**src/rtl/seq_chunk_adder.sv**
```systemverilog
// ============================================================================
// Module   : seq_chunk_adder
// Brief    : Multi-cycle WIDTH-bit adder, CHUNK bits per clock with a carry
//            register between slices. Optional macro SEQ_ADD_OVF_EN adds an
//            ovf output carrying the two's-complement overflow.
// Revision : 1.0 - initial release
// ============================================================================
`default_nettype none

module seq_chunk_adder #(
  parameter int WIDTH = 16,
  parameter int CHUNK = 4
) (
  input  logic             clk,
  input  logic             rst,
  input  logic             start,
  input  logic [WIDTH-1:0] a,
  input  logic [WIDTH-1:0] b,
  input  logic             cin,
  output logic             busy,
  output logic             done,
  output logic [WIDTH-1:0] sum,
  output logic             cout
`ifdef SEQ_ADD_OVF_EN
  ,
  output logic             ovf
`endif
);

  localparam int c_NCHUNK = WIDTH / CHUNK;
  localparam int c_IDXW   = (c_NCHUNK > 1) ? $clog2(c_NCHUNK) : 1;
  localparam logic [c_IDXW-1:0] c_LAST_IDX = c_IDXW'(c_NCHUNK - 1);

  localparam logic [1:0] c_IDLE = 2'd0;
  localparam logic [1:0] c_RUN  = 2'd1;
  localparam logic [1:0] c_DONE = 2'd2;

  logic [1:0]        r_state;
  logic [1:0]        w_state_next;
  logic [WIDTH-1:0]  r_a;
  logic [WIDTH-1:0]  r_b;
  logic [WIDTH-1:0]  r_acc;
  logic              r_carry;
  logic [c_IDXW-1:0] r_idx;
  logic [WIDTH-1:0]  r_sum;
  logic              r_cout;

  logic [CHUNK:0]    w_slice;
  logic [WIDTH-1:0]  w_acc_next;
  logic              w_last;

  assign w_slice = {1'b0, r_a[r_idx*CHUNK +: CHUNK]}
                 + {1'b0, r_b[r_idx*CHUNK +: CHUNK]}
                 + {{CHUNK{1'b0}}, r_carry};
  assign w_last  = (r_idx == c_LAST_IDX);

  // Accumulator with the current slice merged in, so the final slice is
  // visible in the same edge that loads sum.
  always_comb begin
    w_acc_next = r_acc;
    w_acc_next[r_idx*CHUNK +: CHUNK] = w_slice[CHUNK-1:0];
  end

  always_ff @(posedge clk or posedge rst) begin
    if (rst) r_state <= c_IDLE;
    else     r_state <= w_state_next;
  end

  always_comb begin
    w_state_next = r_state;
    case (r_state)
      c_IDLE:  if (start) w_state_next = c_RUN;
      c_RUN:   if (w_last) w_state_next = c_DONE;
      c_DONE:  w_state_next = c_IDLE;
      default: w_state_next = c_IDLE;
    endcase
  end

  always_comb begin
    busy = (r_state != c_IDLE);
    done = (r_state == c_DONE);
  end

`ifdef SEQ_ADD_OVF_EN
  logic r_ovf;
  logic w_ovf;
  // a^b^s at the MSB recovers the carry into the MSB.
  assign w_ovf = r_a[WIDTH-1] ^ r_b[WIDTH-1] ^ w_acc_next[WIDTH-1] ^ w_slice[CHUNK];

  always_ff @(posedge clk or posedge rst) begin
    if (rst)                           r_ovf <= 1'b0;
    else if (r_state == c_RUN && w_last) r_ovf <= w_ovf;
  end

  assign ovf = r_ovf;
`endif

  always_ff @(posedge clk or posedge rst) begin
    if (rst) begin
      r_a     <= '0;
      r_b     <= '0;
      r_acc   <= '0;
      r_carry <= 1'b0;
      r_idx   <= '0;
      r_sum   <= '0;
      r_cout  <= 1'b0;
    end else begin
      case (r_state)
        c_IDLE: begin
          if (start) begin
            r_a     <= a;
            r_b     <= b;
            r_carry <= cin;
            r_acc   <= '0;
            r_idx   <= '0;
          end
        end
        c_RUN: begin
          r_acc   <= w_acc_next;
          r_carry <= w_slice[CHUNK];
          if (w_last) begin
            r_sum  <= w_acc_next;
            r_cout <= w_slice[CHUNK];
          end else begin
            r_idx  <= r_idx + 1'b1;
          end
        end
        default: ;
      endcase
    end
  end

  assign sum  = r_sum;
  assign cout = r_cout;

endmodule

`default_nettype wire

```
**config.mk**
```make
export PLATFORM = sky130hd
export DESIGN_NAME = seq_chunk_adder
export DESIGN_NICKNAME = d
export VERILOG_FILES = /design/src/rtl/seq_chunk_adder.sv
export SDC_FILE = /design/constraint.sdc
export NUM_CORES = 1
export LEC_CHECK = 0
export ABC_AREA = 1
export ABC_CLOCK_PERIOD_IN_PS = 6300
export CORE_UTILIZATION = 50
export CTS_CLUSTER_DIAMETER = 100
export DETAILED_ROUTE_END_ITERATION = 7
export GPL_TIMING_DRIVEN = 1
export PLACE_DENSITY = 0.75
export RECOVER_POWER = 50
export SYNTH_ARGS = -nofsm -noshare
export SYNTH_HDL_FRONTEND = slang
export SYNTH_SLANG_ARGS = --single-unit
```
**constraint.sdc**
```tcl
create_clock -name clk -period 6.3 [get_ports clk]
set_input_delay 0.63 -clock clk [delete_from_list [all_inputs] [get_ports clk]]
set_output_delay 0.63 -clock clk [all_outputs]
set_load 0.01 [all_outputs]
```
# --- Word-level counts from Yosys, hierarchy flattened ---
# Index checks and enable logic that the tools add are counted.
word_totals:
  in_bits: 36
  register_bits: 70
  wordCells: 41
  out_inout_bits: 19
classes:
  add_sub_neg: 4
  n_reduce_logical: 8
  n_shift: 4
  eq_ne: 6
  muxes: 11
op_table:
  columns: ["operator", "n"]
  rows:
  - ["4-bit negator with 34-bit output", 1]
  - ["4-bit by 34-bit variable shift with 16-bit output, first input constant", 1]
  - ["4-bit by 34-bit indexed part select with 16-bit output", 1]
  - ["16-bit one-hot mux with 2 select lines", 1]
  - ["16-bit by 5-bit indexed part select with 4-bit output", 2]
  - ["16-bit bitwise mux", 1]
  - ["16-bit two-way mux", 1]
  - ["2-bit two-way mux", 4]
  - ["2-bit one-hot mux with 2 select lines", 2]
  - ["2-bit AND reduction", 4]
  - ["2-bit inequality test, second input constant", 3]
  - ["4-bit by 4-bit adder with 5-bit output", 1]
  - ["5-bit by 1-bit adder with 5-bit output", 1]
  - ["2-bit == test, second input constant", 2]
  - ["2-bit nonzero test", 2]
  - ["3-bit AND reduction", 1]
  - ["2-bit by 1-bit adder with 2-bit output, second input constant", 1]
  - ["2-bit by 1-bit == test with 1-bit output, second input constant", 1]
  - ["2-bit zero test", 1]
  - ["1-bit one-hot mux with 2 select lines", 1]
  - ["1-bit two-way mux", 1]

# --- Depth between registers and ports, before layout ---
depth:
  word_depth: 6
  mapped_depth: 14
  ltp_nobuf: 12

# --- Worst setup path before layout ---
# No wires, ideal clock.
synth_path:
  path_kind: "reg-to-reg"
  start: "register r_idx[0]"
  end: "register r_acc[10]"
  t_required_ns: 6.174
  path_slack_ns: 3.854
  stages_incl_launch_ff: 14
  period_less_slack_ns: 2.446
  arrival_time_ns: 2.320
  setup_time_ns: 0.126
  path_buffers: 2
  path_cell_list: "dfrtp_1 inv_2 buf_6 buf_2 nor2_1 o22ai_1 fa_1 fa_1 xnor2_1 nor2_2 nand2_1 o21ai_1 nand2_1 o21ai_0"
synth_between:
  elab_chain_cells: 6
  elab_cells_between_ends: 9
  classes_between: "add/sub (3); shift (4); mux (2)"
synth_lines:
  columns: ["element", "line", "text"]
  rows:
  - ["from (decl)", "44", "logic [c_IDXW-1:0] r_idx;"]
  - ["from (signal assigned)", "125", "r_idx <= r_idx + 1'b1;"]
  - ["16-bit by 5-bit indexed part select with 4-bit output, on equally long branches", "52, 53", null]
  - ["4-bit by 4-bit adder with 5-bit output", "53", "+ {1'b0, r_b[r_idx*CHUNK +: CHUNK]}"]
  - ["5-bit by 1-bit adder with 5-bit output", "54", "+ {{CHUNK{1'b0}}, r_carry};"]
  - ["4-bit by 34-bit indexed part select with 16-bit output", "61", "w_acc_next[r_idx*CHUNK +: CHUNK] = w_slice[CHUNK-1:0];"]
  - ["16-bit bitwise mux *", "61", null]
  - ["16-bit one-hot mux with 2 select lines *", "108", "case (r_state)"]
  - ["to (signal assigned)", "119", "r_acc <= w_acc_next;"]
  - ["to (decl)", "42", "logic [WIDTH-1:0] r_acc;"]
# Every way passes the cells marked *; elsewhere a longest branch is shown, timed or not.
# A chain may end at the register's enable or synchronous reset.

==> flow_summary.toml <==
[run_status]
status = "complete, but fails checks"
violations = "DRC, capacitance limit, slew limit"

[timing]
finalSetupViolations = 0
finClkSkew_ns = 0.00454
fmax_ghz = 0.247
rsz0062_at_grt = "no"
relSlewSlack_pct = -142
tightest_slew_ns = 3.63
tns_ns = 0
fin_crit_ns = 4.05
finalCritPeriodShare_pct = 64.2
slew_violations = 71
hold_violations = 0

[detailed_routing]
drtIter0Drc = 166
wl_um = 7300
avgViaCountPerCell = 5.19
vias = 2813
drc_errors = 3
dr.pass1.iters = 6
wire_per_inst_um = 13.5
ant_nets = 0

[clocking]
cts_tree = "yes"
cts_resized = 0
htreeDepth = 3
clock-root-buffer = "clkbuf_8"
worstSkewPairLatency_ns = 0.34
path_clk_slew_ns = 0.07
cts.sinks = 70
cts_buffer_depth = 2
cts_setup_buffers = 0
postCtsHoldBufs = 0
cts_buffers = 9

[finish]
mostFrequentLayoutCell = "nand2_1"
fillers = 569
final_core_util_pct = 64.3
areaGrowthSynthToFinish_pct = 22.7
drive_above_1_share_pct = 7.53
layout_common_cells = "181 x nand2_1, 70 x dfrtp_1, 53 x clkdlybuf4s50_1, 27 x inv_1, 22 x o21ai_0"
seqCellArea_mm2 = 0.00175
finalNetCount = 507
multi_input_area_mm2 = 0.00139
num_antenna_cells = 0

[grt]
antenna_found_initial = 0
grt_pass1_wl_um = 13000
grt_max_degree = 71
overflow = 0
grt_usage_pct = 23.3
grt_pass1_vias = 2857

[synth]
synth-simple-area-share_pct = 26.6
syn_nets = 455
synth_fa_ha_area_share_pct = 4.51
synth_top_area_cell = "dfrtp_1"
synth_top_family_by_area = "simple AND/OR/NAND/NOR gates"
yosysUniqueCellTypes = 28
synthesis.area_mm2 = 0.00338
synthXorXnorAreaFrac_pct = 0.259
synth.top_cell.area_share_pct = 51.8
postSynthAreaPerCell_um2 = 8.29
ys_seq_area_share_pct = 51.8
yosysWarnings = 0
synth_cells = 408
muxShareOfSynthArea_pct = 0
synth_compound_area_share_pct = 9.87
synth_area_leaders = "dfrtp_1 52%, nand2_1 20%, ha_1 3.3%"
synth-seq-cells = 70

[floorplanning]
coreArea_mm2 = 0.00646
die_y_um = 84.3
initial_core_util_pct = 52.4
top_level_ports = 55
rows = 29
die-area_mm2 = 0.00710
chipWidth_um = 84.3

[worst_setup_path]
crit_chain = "clkdlybuf4s50_1 > clkinv_1 > clkbuf_1"
cp_data_arrival_time_ns = 3.67
start_kind = "input port"
crit_slowest_cell = "clkbuf_1"
cp_max_fo = 70
end_kind = "asynchronous set/reset pin"
path_buf_inv = 3
cp_top_family = "buffers and inverters"
worstPathRequired_ns = 5.93
critPathKind = "in -> async"
slowest_delay_ns = 2.53

[pwr]
power_density_mw_per_mm2 = 549
p_leak_nw = 2.08
peakVddDrop_v = 0.000218

[placed_design]
gp_congestion = 0.921
dpl.hpwl_um = 5180
port_buffers = 54

[min_path]
hold_path.class = "reg -> reg"

[run]
cap_violations = 1
-- layer usage --
metal | wire length (µm) | global-route usage [%] | vias up
li1 | - | - | 1390
met1 | 3280 | 28.6 | 1343
met2 | 3590 | 39.3 | 68
met3 | 277 | 6.00 | 12
met4 | 153 | 9.87 | 0
met5 | 0 | 0 | -
-- cells by family (layout without fill, tap and decap cells) --
| family | Yosys count | in the layout |
|---|---|---|
| and+or+nand+nor | 220 | 220 |
| AOI/OAI and AO/OA | 56 | 56 |
| xor gates and xnor gates | 1 | 1 |
| buffers and inverters | 50 | 107 |
| adders and majority gates | 11 | 11 |
| DFF | 70 | 70 |
-- path summary, 6_finish.rpt --
check,start,to,slack (ns),cells past startpoint
min in group asynchronous,rst,r_acc[0],1.99,3
hold / removal,sum[3],sum[3],0.48,2
setup / recovery,rst,r_b[15],2.25,3
hold reg to reg,sum[3],sum[3],0.48,2
setup reg to reg,r_state[0],r_idx[0],2.90,6
max in group clk,start,r_idx[0],2.57,6
-- cells in the mapped netlist --
master	instances
ha_1	9
nor2_2	3
o21ai_1	9
buf_4	4
inv_1	28
inv_2	5
buf_2	5
fa_1	2
o21bai_1	1
nand2_1	180
o22ai_2	2
clkinv_1	1
nand2_2	1
o21ai_0	22
nand4_1	3
nand3_1	7
o21ai_2	3
o22ai_1	16
nor2_1	21
inv_4	2
a21oi_1	1
a22oi_1	2
nand4_4	1
dfrtp_1	70
nand2_4	4
buf_6	3
xnor2_1	1
clkbuf_1	2
-- state kept, by name, indices dropped and copies added (netlist names) --
name     count
r_carry      1
sum         16
r_state      2
r_idx        2
r_a         16
cout         1
r_b         16
r_acc       16
-- where the power goes --
part | internal, mW | switching, mW | total, mW
Clock | 0.255 | 0.161 | 0.416
Sequential | 0.636 | 0.141 | 0.777
Combinational | 0.416 | 0.670 | 1.09
Total | 1.31 | 0.972 | 2.28
-- worst min-delay path: cells and delay by family, from the launching register on --
family        cells  cell delay, ns
simple gates      2            0.10
flops             1            0.34
-- cell type report --
type | count | area share [%]
clock buffer | 13 | 4.07
timing repair buffer | 55 | 13.1
sequential | 70 | 42.2
tap | 77 | 2.32
multi-input combinational | 288 | 33.4
inverter | 36 | 3.34
clock inverter | 3 | 1.57
-- per-stage QoR --
step	hold WS (ns)	setup slack, ns	power, mW	instance area, µm²	instances
global route	0.499	1.47	2.47	4150	542
floorplan	0.444	3.85	1.56	3380	408
detailed placement	0.465	3.18	1.86	3930	526
finish	0.480	2.25	2.28	4150	542
CTS	0.484	3.17	2.29	4170	542
global placement	0.461	3.31	1.82	3930	526
Note: power is estimated with default switching activity, not from simulation.
